$ cat src/rtl/neopixel_pkg.sv
// Shared types and default 50 MHz timing for the WS2812 serializer.
package neopixel_pkg;

    localparam int PIXEL_W    = 24;
    localparam int BITCNT_W   = 5;
    localparam int T0H_DEF    = 20;
    localparam int T1H_DEF    = 40;
    localparam int TBIT_DEF   = 63;
    localparam int TRESET_DEF = 2500;

    typedef enum logic [2:0] {
        ST_IDLE,
        ST_HIGH,
        ST_LOW,
        ST_GAP,
        ST_LATCH
    } state_t;

    function automatic int max_int(input int a, input int b);
        return (a > b) ? a : b;
    endfunction

endpackage

$ cat src/rtl/neopixel_pixel_skid.sv
// One-entry holding register between the pixel stream and the serializer.
module neopixel_pixel_skid
    import neopixel_pkg::*;
(
    input  logic               clk,
    input  logic               reset_n,
    input  logic [PIXEL_W-1:0] i_data,
    input  logic               i_last,
    input  logic               i_valid,
    output logic               o_ready,
    input  logic               i_pop,
    output logic [PIXEL_W-1:0] o_data,
    output logic               o_last,
    output logic               o_full
);

    logic               r_full;
    logic [PIXEL_W-1:0] r_data;
    logic               r_last;

    // Push only when empty and pop only when full, so the two never coincide.
    always_ff @(posedge clk or negedge reset_n) begin
        if (!reset_n) begin
            r_full <= 1'b0;
            r_data <= '0;
            r_last <= 1'b0;
        end else if (i_valid && !r_full) begin
            r_full <= 1'b1;
            r_data <= i_data;
            r_last <= i_last;
        end else if (i_pop) begin
            r_full <= 1'b0;
        end
    end

    assign o_ready = !r_full;
    assign o_data  = r_data;
    assign o_last  = r_last;
    assign o_full  = r_full;

endmodule

$ cat src/rtl/neopixel_ws2812_tx.sv
// WS2812 one-wire serializer: holding register, bit shifter and timing FSM.
// Optional sticky underrun flag is built when NEOPIXEL_UNDERRUN_EN is defined.
module neopixel_ws2812_tx
    import neopixel_pkg::*;
#(
    parameter int T0H_CYC    = T0H_DEF,
    parameter int T1H_CYC    = T1H_DEF,
    parameter int TBIT_CYC   = TBIT_DEF,
    parameter int TRESET_CYC = TRESET_DEF
) (
    input  logic               clk,
    input  logic               reset_n,
    input  logic [PIXEL_W-1:0] pixel_data,
    input  logic               pixel_last,
    input  logic               pixel_valid,
    output logic               pixel_ready,
    output logic               neopixel_one_wire,
    output logic               busy,
    output logic               frame_done,
    output logic               underrun,
    input  logic               underrun_clr
);

    localparam int CNT_W = $clog2(max_int(TBIT_CYC, TRESET_CYC) + 1);
    localparam logic [CNT_W-1:0]    L_T0H_M1   = CNT_W'(T0H_CYC - 1);
    localparam logic [CNT_W-1:0]    L_T1H_M1   = CNT_W'(T1H_CYC - 1);
    localparam logic [CNT_W-1:0]    L_T0L_M1   = CNT_W'(TBIT_CYC - T0H_CYC - 1);
    localparam logic [CNT_W-1:0]    L_T1L_M1   = CNT_W'(TBIT_CYC - T1H_CYC - 1);
    localparam logic [CNT_W-1:0]    L_TRST_M1  = CNT_W'(TRESET_CYC - 1);
    localparam logic [BITCNT_W-1:0] L_LAST_BIT = BITCNT_W'(PIXEL_W - 1);

    generate
        if (!(T0H_CYC > 0 && T0H_CYC < T1H_CYC && T1H_CYC < TBIT_CYC && TRESET_CYC >= 1)) begin : g_bad_params
            $error("neopixel_ws2812_tx: illegal timing parameters");
        end
    endgenerate

    state_t              r_state;
    logic [CNT_W-1:0]    r_cnt;
    logic [PIXEL_W-1:0]  r_shift;
    logic [BITCNT_W-1:0] r_bitcnt;
    logic                r_last;
    logic                r_line;
    logic                r_frame_done;

    logic               w_full;
    logic [PIXEL_W-1:0] w_hold_data;
    logic               w_hold_last;
    logic               w_pop;
    logic [CNT_W-1:0]   w_hi_m1;
    logic [CNT_W-1:0]   w_lo_m1;
    logic               w_bit_done;
    logic               w_pix_done;

    neopixel_pixel_skid u_skid (
        .clk     (clk),
        .reset_n (reset_n),
        .i_data  (pixel_data),
        .i_last  (pixel_last),
        .i_valid (pixel_valid),
        .o_ready (pixel_ready),
        .i_pop   (w_pop),
        .o_data  (w_hold_data),
        .o_last  (w_hold_last),
        .o_full  (w_full)
    );

    assign w_hi_m1    = r_shift[PIXEL_W-1] ? L_T1H_M1 : L_T0H_M1;
    assign w_lo_m1    = r_shift[PIXEL_W-1] ? L_T1L_M1 : L_T0L_M1;
    assign w_bit_done = (r_state == ST_LOW) && (r_cnt == w_lo_m1);
    assign w_pix_done = w_bit_done && (r_bitcnt == L_LAST_BIT);
    // Loading the next pixel on the final LOW cycle keeps a frame gapless.
    assign w_pop      = w_full && ((r_state == ST_IDLE) || (r_state == ST_GAP) ||
                                   (w_pix_done && !r_last));

    always_ff @(posedge clk or negedge reset_n) begin
        if (!reset_n) begin
            r_state      <= ST_IDLE;
            r_cnt        <= '0;
            r_shift      <= '0;
            r_bitcnt     <= '0;
            r_last       <= 1'b0;
            r_line       <= 1'b0;
            r_frame_done <= 1'b0;
        end else begin
            r_line       <= (r_state == ST_HIGH);
            r_frame_done <= 1'b0;
            if (w_pop) begin
                r_shift  <= w_hold_data;
                r_last   <= w_hold_last;
                r_bitcnt <= '0;
                r_cnt    <= '0;
                r_state  <= ST_HIGH;
            end else begin
                case (r_state)
                    ST_HIGH: begin
                        if (r_cnt == w_hi_m1) begin
                            r_cnt   <= '0;
                            r_state <= ST_LOW;
                        end else begin
                            r_cnt <= r_cnt + 1'b1;
                        end
                    end
                    ST_LOW: begin
                        if (!w_bit_done) begin
                            r_cnt <= r_cnt + 1'b1;
                        end else begin
                            r_cnt <= '0;
                            if (!w_pix_done) begin
                                r_shift  <= {r_shift[PIXEL_W-2:0], 1'b0};
                                r_bitcnt <= r_bitcnt + 1'b1;
                                r_state  <= ST_HIGH;
                            end else if (r_last) begin
                                r_state <= ST_LATCH;
                            end else begin
                                r_state <= ST_GAP;
                            end
                        end
                    end
                    ST_LATCH: begin
                        if (r_cnt == L_TRST_M1) begin
                            r_cnt        <= '0;
                            r_frame_done <= 1'b1;
                            r_state      <= ST_IDLE;
                        end else begin
                            r_cnt <= r_cnt + 1'b1;
                        end
                    end
                    default: r_cnt <= '0;
                endcase
            end
        end
    end

    assign neopixel_one_wire = r_line;
    assign frame_done        = r_frame_done;
    assign busy              = (r_state != ST_IDLE) || w_full;

`ifdef NEOPIXEL_UNDERRUN_EN
    logic r_underrun;
    logic w_gap_entry;

    assign w_gap_entry = w_pix_done && !r_last && !w_full;

    always_ff @(posedge clk or negedge reset_n) begin
        if (!reset_n) begin
            r_underrun <= 1'b0;
        end else if (w_gap_entry) begin
            r_underrun <= 1'b1;
        end else if (underrun_clr) begin
            r_underrun <= 1'b0;
        end
    end

    assign underrun = r_underrun;
`else
    logic w_unused_clr;
    assign w_unused_clr = underrun_clr;
    assign underrun     = 1'b0;
`endif

endmodule

$ cat config.mk
export PLATFORM = sky130hd
export DESIGN_NAME = neopixel_ws2812_tx
export DESIGN_NICKNAME = d
export VERILOG_FILES = /design/src/rtl/neopixel_pkg.sv /design/src/rtl/neopixel_pixel_skid.sv /design/src/rtl/neopixel_ws2812_tx.sv
export SDC_FILE = /design/constraint.sdc
export NUM_CORES = 1
export LEC_CHECK = 0
export ABC_AREA = 1
export BUFFER_PORTS_ARGS = -buffer_cell sky130_fd_sc_hd__buf_2
export CAP_MARGIN = 5
export CORE_MARGIN = 3
export CORE_UTILIZATION = 40
export CTS_CLUSTER_SIZE = 16
export DETAILED_ROUTE_END_ITERATION = 6
export SLEW_MARGIN = 20
export SYNTH_ARGS = -nofsm -noshare
export SYNTH_HDL_FRONTEND = slang
export SYNTH_SLANG_ARGS = --single-unit
export TNS_END_PERCENT = 30
$ cat constraint.sdc
create_clock -name clk -period 5.2 [get_ports clk]
set_clock_uncertainty 0.2 [all_clocks]
set_input_delay 0.26 -clock clk [delete_from_list [all_inputs] [get_ports clk]]
set_output_delay 0.26 -clock clk [all_outputs]
set_load 0.1 [all_outputs]
==> summary.txt, run 1 <==
Timing
  • Unrepaired setup endpoints after global routing: false
  • Worst hold margin: 306.4 ps
  • Setup TNS after final layout: 0 ps
  • Worst-Margin Slew: approximately 1100 ps
  • Share of the cycle needed by the critical path after routing: about three fifths
  • Rel. slew slack: a little under 30%
  • Shortest period the worst path allows: 3207 ps
  • Final setup violation count: 0
  • Max frequency: 0.3118 GHz
  • Count of final max-slew check failures: 0
  • Final-report hold violation count: 0

Detailed routing
  • Initial DRC Count: between 200 and 250
  • Detailed-route via count: 3,213
  • Total DRC errors in the routed layout: 0
  • Sum of routed wire length over all layers: 8.052 mm
  • Avg WL per Cell: 12.16 µm
  • Via-to-Cell Ratio: 4.853
  • TritonRoute pass-1 iters: 5
  • Post-detailed-route count of antenna-violating nets: 0

Finish
  • Most frequent cells in the layout: sky130_fd_sc_hd__nand2_1 (122), sky130_fd_sc_hd__dfrtp_1 (73), sky130_fd_sc_hd__nand3_1 (66), sky130_fd_sc_hd__inv_1 (52), sky130_fd_sc_hd__nor2_1 (48)
  • Utilization of the core after routing: around 49%
  • Number of inserted diodes: 0
  • Filler cell count in the final layout: 895
  • Layout-stage area growth over the synthesis result: 16.17%
  • Number of cells in the finished layout apart from fillers: about 660
  • Commonest non-fill, non-tap cell in the layout: sky130_fd_sc_hd__nand2_1
  • Final #Nets: between 500 and 600
  • Share of post-route cells with drive strength above 1: 10.63%

Setup path
  • Start-to-end type of the worst setup path: reg2reg
  • Critical path capture point type: register
  • Register-to-register setup slack: 1990 ps
  • Cell-by-cell listing of the critical path: inv_1 > ha_1 > nand2_1 > nor2_1 > nand3_1 > inv_1 > nand3_1 > nand3_1 > nand2_1
  • Critical R2R Launch: r_cnt[0]
  • Number of cell instances on the worst register-to-register path: 9
  • Crit path top cell by count: sky130_fd_sc_hd__nand3_1
  • Biggest cell delay along the critical path: 930 ps
  • Required @ worst endpoint: 5230 ps
  • Largest fanout on the critical path: 26
  • Cell at the slowest stage of the critical path: sky130_fd_sc_hd__nand3_1
  • CP Data Arrival Time: approximately 3200 ps
  • Critical path startpoint category: register
  • Endpoint of the most critical register-to-register path: r_shift[11]

Outcome
  • Run status: complete, no violations

Yosys
  • Post-synthesis register bit count: 73
  • Mean area per synthesized cell: 7.737 µm²
  • Post-synth EDFFs: 0
  • Cell taking the most area after synthesis: sky130_fd_sc_hd__dfrtp_1
  • Cell area after synthesis: 0.003799 mm²
  • Number of standard cells after synthesis: 491
  • Post-synth top area share: between 40% and 50%
  • Sequential fraction of the synthesis area: around half
  • Synthesized netlist net count: 523
  • Share of flip-flops with an asynchronous set or reset after synthesis: 100.0%
  • Most area-consuming cells after synthesis: sky130_fd_sc_hd__dfrtp_1 (48%), sky130_fd_sc_hd__nand2_1 (12%), sky130_fd_sc_hd__nand3_1 (8.7%)
  • Count of different cell masters after synthesis: 33
  • Dominant register cell in the synthesized netlist: sky130_fd_sc_hd__dfrtp_1
  • Total number of yosys warnings: 0

Floorplanning
  • Chip width: 103.5 µm
  • Area enclosed by the die boundary: 0.01070 mm²
  • Core Footprint: 0.008976 mm²
  • Top Ports: 34
  • Initial core utilization: 42.32%
  • Floorplan die height: roughly 100 µm
  • Cell row count: 34

Pwr
  • Cell area power density: roughly 280 mW/mm²
  • Leak: around 2.2 nW
  • Maximum vdd ir drop: 0.1861 mV
  • Post-layout power: around 1.2 mW

Min path
  • Min-Delay Endpoint: r_shift[0]
  • Min-delay src: r_shift[0]
  • Worst hold path class: reg2reg
  • Worst hold stages: 2

CTS
  • Number of clock sinks seen by CTS: 73
  • Resized Gates After CTS: 0
  • Bufs on Longest Clock Path: 2
  • Clock Root Buffer: sky130_fd_sc_hd__clkbuf_8
  • Number of buffers added by the clock tree synthesis step: 9
  • CTS H-Tree Depth: 3
  • Clock input transition at the sequential cells of the worst setup and hold paths: ~70 ps
  • TritonCTS clock tree: yes
  • Skew-Pair Late Insertion Delay: ~340 ps

GRT
  • Global route overflow: 0
  • All-layer global routing usage: 17.05%
  • First-pass GRT wire length: 14.35 mm
  • Number of global-route vias before repair: 3,117
  • Largest net degree at the start of global routing: 74
  • Initial antenna violation count: 0

Placement
  • Final HPWL from detailed placement: a little under 5 mm
  • Buffers on Ports: 31
  • RePlAce Congestion: 0.8027
  • Cells after DPL: 621

Flow run
  • Max-cap check violation count: 0
-- repair_timing --
action                                  CTS  global route
setup buffers                             0             0
endpoints found under the hold margin    98             0
endpoints found under the setup margin    0             0
hold buffers                             26             0
-- sequential cells by signal, indices dropped and copies added (netlist names) --
register	cells
r_shift	24
u_skid.o_data	24
r_cnt	12
r_bitcnt	5
r_state	3
frame_done	1
neopixel_one_wire	1
r_last	1
u_skid.o_full	1
u_skid.o_last	1
-- how the worst max path moves through the flow --
stage | startpoint | to | slack, ps | cells past startpoint
after floorplan | u_skid.o_full | busy | 2640 | 3
after detailed placement | r_cnt[0] | r_shift[14] | 1980 | 9
final | r_cnt[0] | r_shift[11] | 1990 | 9
after CTS | r_cnt[0] | r_shift[11] | 1970 | 9
after global routing | r_cnt[0] | r_shift[3] | 1600 | 9
after global placement | r_cnt[0] | r_shift[17] | 1950 | 9
-- stage by stage --
stage	instance area (µm²)	setup slack (ps)
2_1_floorplan	3799	2644
3_3_place_gp	3958	1954
3_5_place_dp	3958	1977
4_1_cts	4413	1971
5_1_grt	4413	1600
6_report	4413	1993
-- cells by family (layout without fill, tap and decap cells) --
family,count (synthesis),in the layout,synth area share (%)
xor+xnor,5,5,1.153
buf+inv,82,127,9.651
flops,73,73,48.09
simple gates,278,278,33.00
mux,2,2,0.5928
fa+ha+maj,3,3,0.9882
other cells,1,1,0.09872
compound gates,47,47,6.423
-- cell usage after synthesis (3+ instances only) --
cell	number
sky130_fd_sc_hd__a21oi_1	36
sky130_fd_sc_hd__buf_2	8
sky130_fd_sc_hd__buf_4	3
sky130_fd_sc_hd__buf_6	5
sky130_fd_sc_hd__clkbuf_1	11
sky130_fd_sc_hd__dfrtp_1	73
sky130_fd_sc_hd__ha_1	3
sky130_fd_sc_hd__inv_1	52
sky130_fd_sc_hd__nand2_1	123
sky130_fd_sc_hd__nand3_1	66
sky130_fd_sc_hd__nand4_1	25
sky130_fd_sc_hd__nor2_1	48
sky130_fd_sc_hd__nor3_1	8
sky130_fd_sc_hd__o21ai_0	6
sky130_fd_sc_hd__xor2_1	3
-- where the power goes --
part | leakage [nW] | total, mW | internal, mW | switching [mW]
clock | 0.102 | 0.447 | 0.244 | 0.203
sequential | 0.808 | 0.654 | 0.631 | 0.0226
combinational | 1.29 | 0.131 | 0.0525 | 0.0780
total | 2.20 | 1.23 | 0.928 | 0.304
-- worst max-delay path, delay by kind of cell, from the launching register on --
kind	cells	cell delay, ps
flops	1	420
fa+ha+maj	1	180
buf+inv	2	630
simple gates	6	1640
-- final cells by class --
cell class	instances	area [µm²]	share of cell area [%]
Sequential cell	73	1827	41.39
Multi-Input combinational cell	336	1608	36.43
Timing Repair Buffer	58	422.9	9.583
Inverter	54	202.7	4.593
Tap cell	126	157.7	3.572
Clock buffer	12	155.1	3.516
Clock inverter	3	40.04	0.9073
-- per-layer routing --
metal | part of all wire [%] | vias to the layer above | GRT usage (%)
li1 | - | 1666 | -
met5 | 0 | - | 0
met4 | 0.97 | 0 | 4.183
met2 | 45 | 58 | 28.19
met3 | 4.7 | 7 | 5.164
met1 | 49 | 1482 | 21.95
No activity file was read; power rests on OpenSTA's default activity.
==> inputs of run 2 (changes only) <==
clock period = 3 ns   (was 5.2 ns; I/O delays follow)
==> summary.txt, run 2 (synthesis gave the netlist of run 1 again) <==
Outcome
  • Run status: complete, no violations (unchanged)

Detailed routing
  • Avg WL per Cell: 12.13 µm (was 12.16 µm)
  • Sum of routed wire length over all layers: 8.115 mm (was 8.052 mm)
  • TritonRoute pass-1 iters: 5 (unchanged)
  • Initial DRC Count: 197 (was 225)
  • Post-detailed-route count of antenna-violating nets: 0 (unchanged)
  • Via-to-Cell Ratio: 4.827 (was 4.853)
  • Detailed-route via count: 3,229 (was 3,213)
  • Total DRC errors in the routed layout: 0 (unchanged)

Setup path
  • Critical path capture point type: register (unchanged)
  • Number of cell instances on the worst register-to-register path: 12 (was 9)
  • Endpoint of the most critical register-to-register path: r_shift[0] (was r_shift[11])
  • Launch point of the critical path: r_cnt[0] (unchanged)
  • Critical path startpoint category: register (unchanged)
  • Register-to-register setup slack: 650 ps (was 1990 ps)
  • Capture point of the critical path: r_shift[0] (was r_shift[11])
  • Start-to-end type of the worst setup path: reg2reg (unchanged)
  • Critical R2R Launch: r_cnt[0] (unchanged)
  • CP Data Arrival Time: 2440 ps (was 3230 ps)
  • Largest fanout on the critical path: 55 (was 26)
  • Required @ worst endpoint: 3090 ps (was 5230 ps)

Floorplanning
  • Top Ports: 34 (unchanged)
  • Core Footprint: 0.008976 mm² (unchanged)
  • Initial core utilization: 42.32% (unchanged)
  • Chip width: 103.5 µm (unchanged)
  • Cell row count: 34 (unchanged)
  • Area enclosed by the die boundary: 0.01070 mm² (unchanged)
  • Floorplan die height: 103.5 µm (unchanged)

CTS
  • TritonCTS clock tree: yes (unchanged)
  • Skew-Pair Late Insertion Delay: 350 ps (was 340 ps)
  • Clock input transition at the sequential cells of the worst setup and hold paths: 80 ps (was 70 ps)
  • Bufs on Longest Clock Path: 2 (unchanged)
  • Clock Root Buffer: sky130_fd_sc_hd__clkbuf_8 (unchanged)
  • Resized Gates After CTS: 0 (unchanged)
  • Number of clock sinks seen by CTS: 73 (unchanged)
  • Number of buffers added by the clock tree synthesis step: 9 (unchanged)
  • CTS H-Tree Depth: 3 (unchanged)

Pwr
  • Maximum vdd ir drop: 0.2784 mV (was 0.1861 mV)
  • Leak: 2.210 nW (was 2.197 nW)
  • Cell area power density: 456.5 mW/mm² (was 279.1 mW/mm²)

Min path
  • Worst hold path class: in2async (was reg2reg)

Finish
  • Number of inserted diodes: 0 (unchanged)
  • Share of post-route cells with drive strength above 1: 11.42% (was 10.63%)
  • Filler cell count in the final layout: 894 (was 895)
  • Layout-stage area growth over the synthesis result: 16.63% (was 16.17%)
  • Final #Nets: 570 (was 564)
  • Commonest non-fill, non-tap cell in the layout: sky130_fd_sc_hd__nand2_1 (unchanged)
  • Most frequent cells in the layout: sky130_fd_sc_hd__nand2_1 (122), sky130_fd_sc_hd__dfrtp_1 (73), sky130_fd_sc_hd__nand3_1 (66), sky130_fd_sc_hd__inv_1 (52), sky130_fd_sc_hd__nor2_1 (48) (unchanged)

GRT
  • All-layer global routing usage: 16.60% (was 17.05%)
  • First-pass GRT wire length: 14.12 mm (was 14.35 mm)
  • Initial antenna violation count: 0 (unchanged)
  • Global route overflow: 0 (unchanged)
  • Number of global-route vias before repair: 3,050 (was 3,117)
  • Largest net degree at the start of global routing: 74 (unchanged)

Placement
  • RePlAce Congestion: 0.8234 (was 0.8027)
  • Final HPWL from detailed placement: 4.991 mm (was 4.872 mm)
  • Buffers on Ports: 31 (unchanged)

Timing
  • Unrepaired setup endpoints after global routing: false (unchanged)
  • Final-report hold violation count: 0 (unchanged)
  • Max frequency: 0.4255 GHz (was 0.3118 GHz)
  • Setup TNS after final layout: 0 ps (unchanged)
  • Final setup violation count: 0 (unchanged)
  • Worst hold margin: 160.1 ps (was 306.4 ps)
  • Share of the cycle needed by the critical path after routing: 78.33% (was 61.68%)
  • Count of final max-slew check failures: 0 (unchanged)
  • Shortest period the worst path allows: 2350 ps (was 3207 ps)

Flow run
  • Max-cap check violation count: 0 (unchanged)
==> run 2: area by class of cell <==
cell class                 count  area (µm²)  area share [%]
multi-input combinational    336        1608           36.29
sequential                    73        1827           41.23
tap                          126       157.7           3.558
timing repair buffer          64       480.5           10.84
clock buffer                  12       135.1           3.050
inverter                      54       202.7           4.575
clock inverter                 4       20.02          0.4518
==> run 2: worst min path at each step <==
stage                        from          to  slack [ps]  depth (start not counted)
final                     reset_n    r_cnt[2]         160                          3
after global routing      reset_n    r_cnt[9]         200                          3
after CTS                 reset_n   r_cnt[11]         180                          3
after detailed placement  reset_n   r_cnt[11]          10                          2
after global placement    reset_n   r_cnt[11]          20                          2
after floorplan           reset_n  frame_done        -350                          0
==> run 2: routing by layer <==
layer / track usage [%] / wire length [µm] / vias to the layer above
met5: 0 / 0 / -
met4: 4.980 / 97 / 0
met3: 3.622 / 432 / 8
met2: 25.93 / 3668 / 69
met1: 23.21 / 3917 / 1473
li1: - / - / 1679
==> run 2: power by group <==
group          internal [mW]  switching, mW  leakage [nW]
logic                 0.0948          0.147          1.32
registers               1.09         0.0314         0.808
clock network          0.296          0.359        0.0839
total                   1.48          0.538          2.21
==> run 2: through the flow <==
step | setup WS [ps] | instance area (µm²) | utilization, % | total power [mW] | instances
floorplan | 554.2 | 3799 | - | 1.283 | 491
global placement | 682.2 | 4015 | 44.73 | 1.357 | 627
detailed placement | 653.7 | 4015 | 44.73 | 1.366 | 627
CTS | 624.8 | 4431 | 49.36 | 2.052 | 669
global route | 450.6 | 4431 | 49.36 | 2.150 | 669
finish | 650.0 | 4431 | 49.36 | 2.023 | 669
==> run 2: worst max-delay path: stages (launching register included) <==
cell                      delay, ps
sky130_fd_sc_hd__dfrtp_1        430
sky130_fd_sc_hd__inv_1           90
sky130_fd_sc_hd__ha_1           170
sky130_fd_sc_hd__inv_1           40
sky130_fd_sc_hd__nor2_1          90
sky130_fd_sc_hd__nand2_1         90
sky130_fd_sc_hd__nor2_4         150
sky130_fd_sc_hd__nand4_2        120
sky130_fd_sc_hd__nand2_4        300
sky130_fd_sc_hd__nand2_8        270
sky130_fd_sc_hd__inv_1          200
sky130_fd_sc_hd__nand2_1         70
sky130_fd_sc_hd__nand2_1         70
==> run 2: what timing repair did <==
action,CTS,global route
hold buffers,26,0
hold endpoints to repair,98,0
buffers inserted,0,0
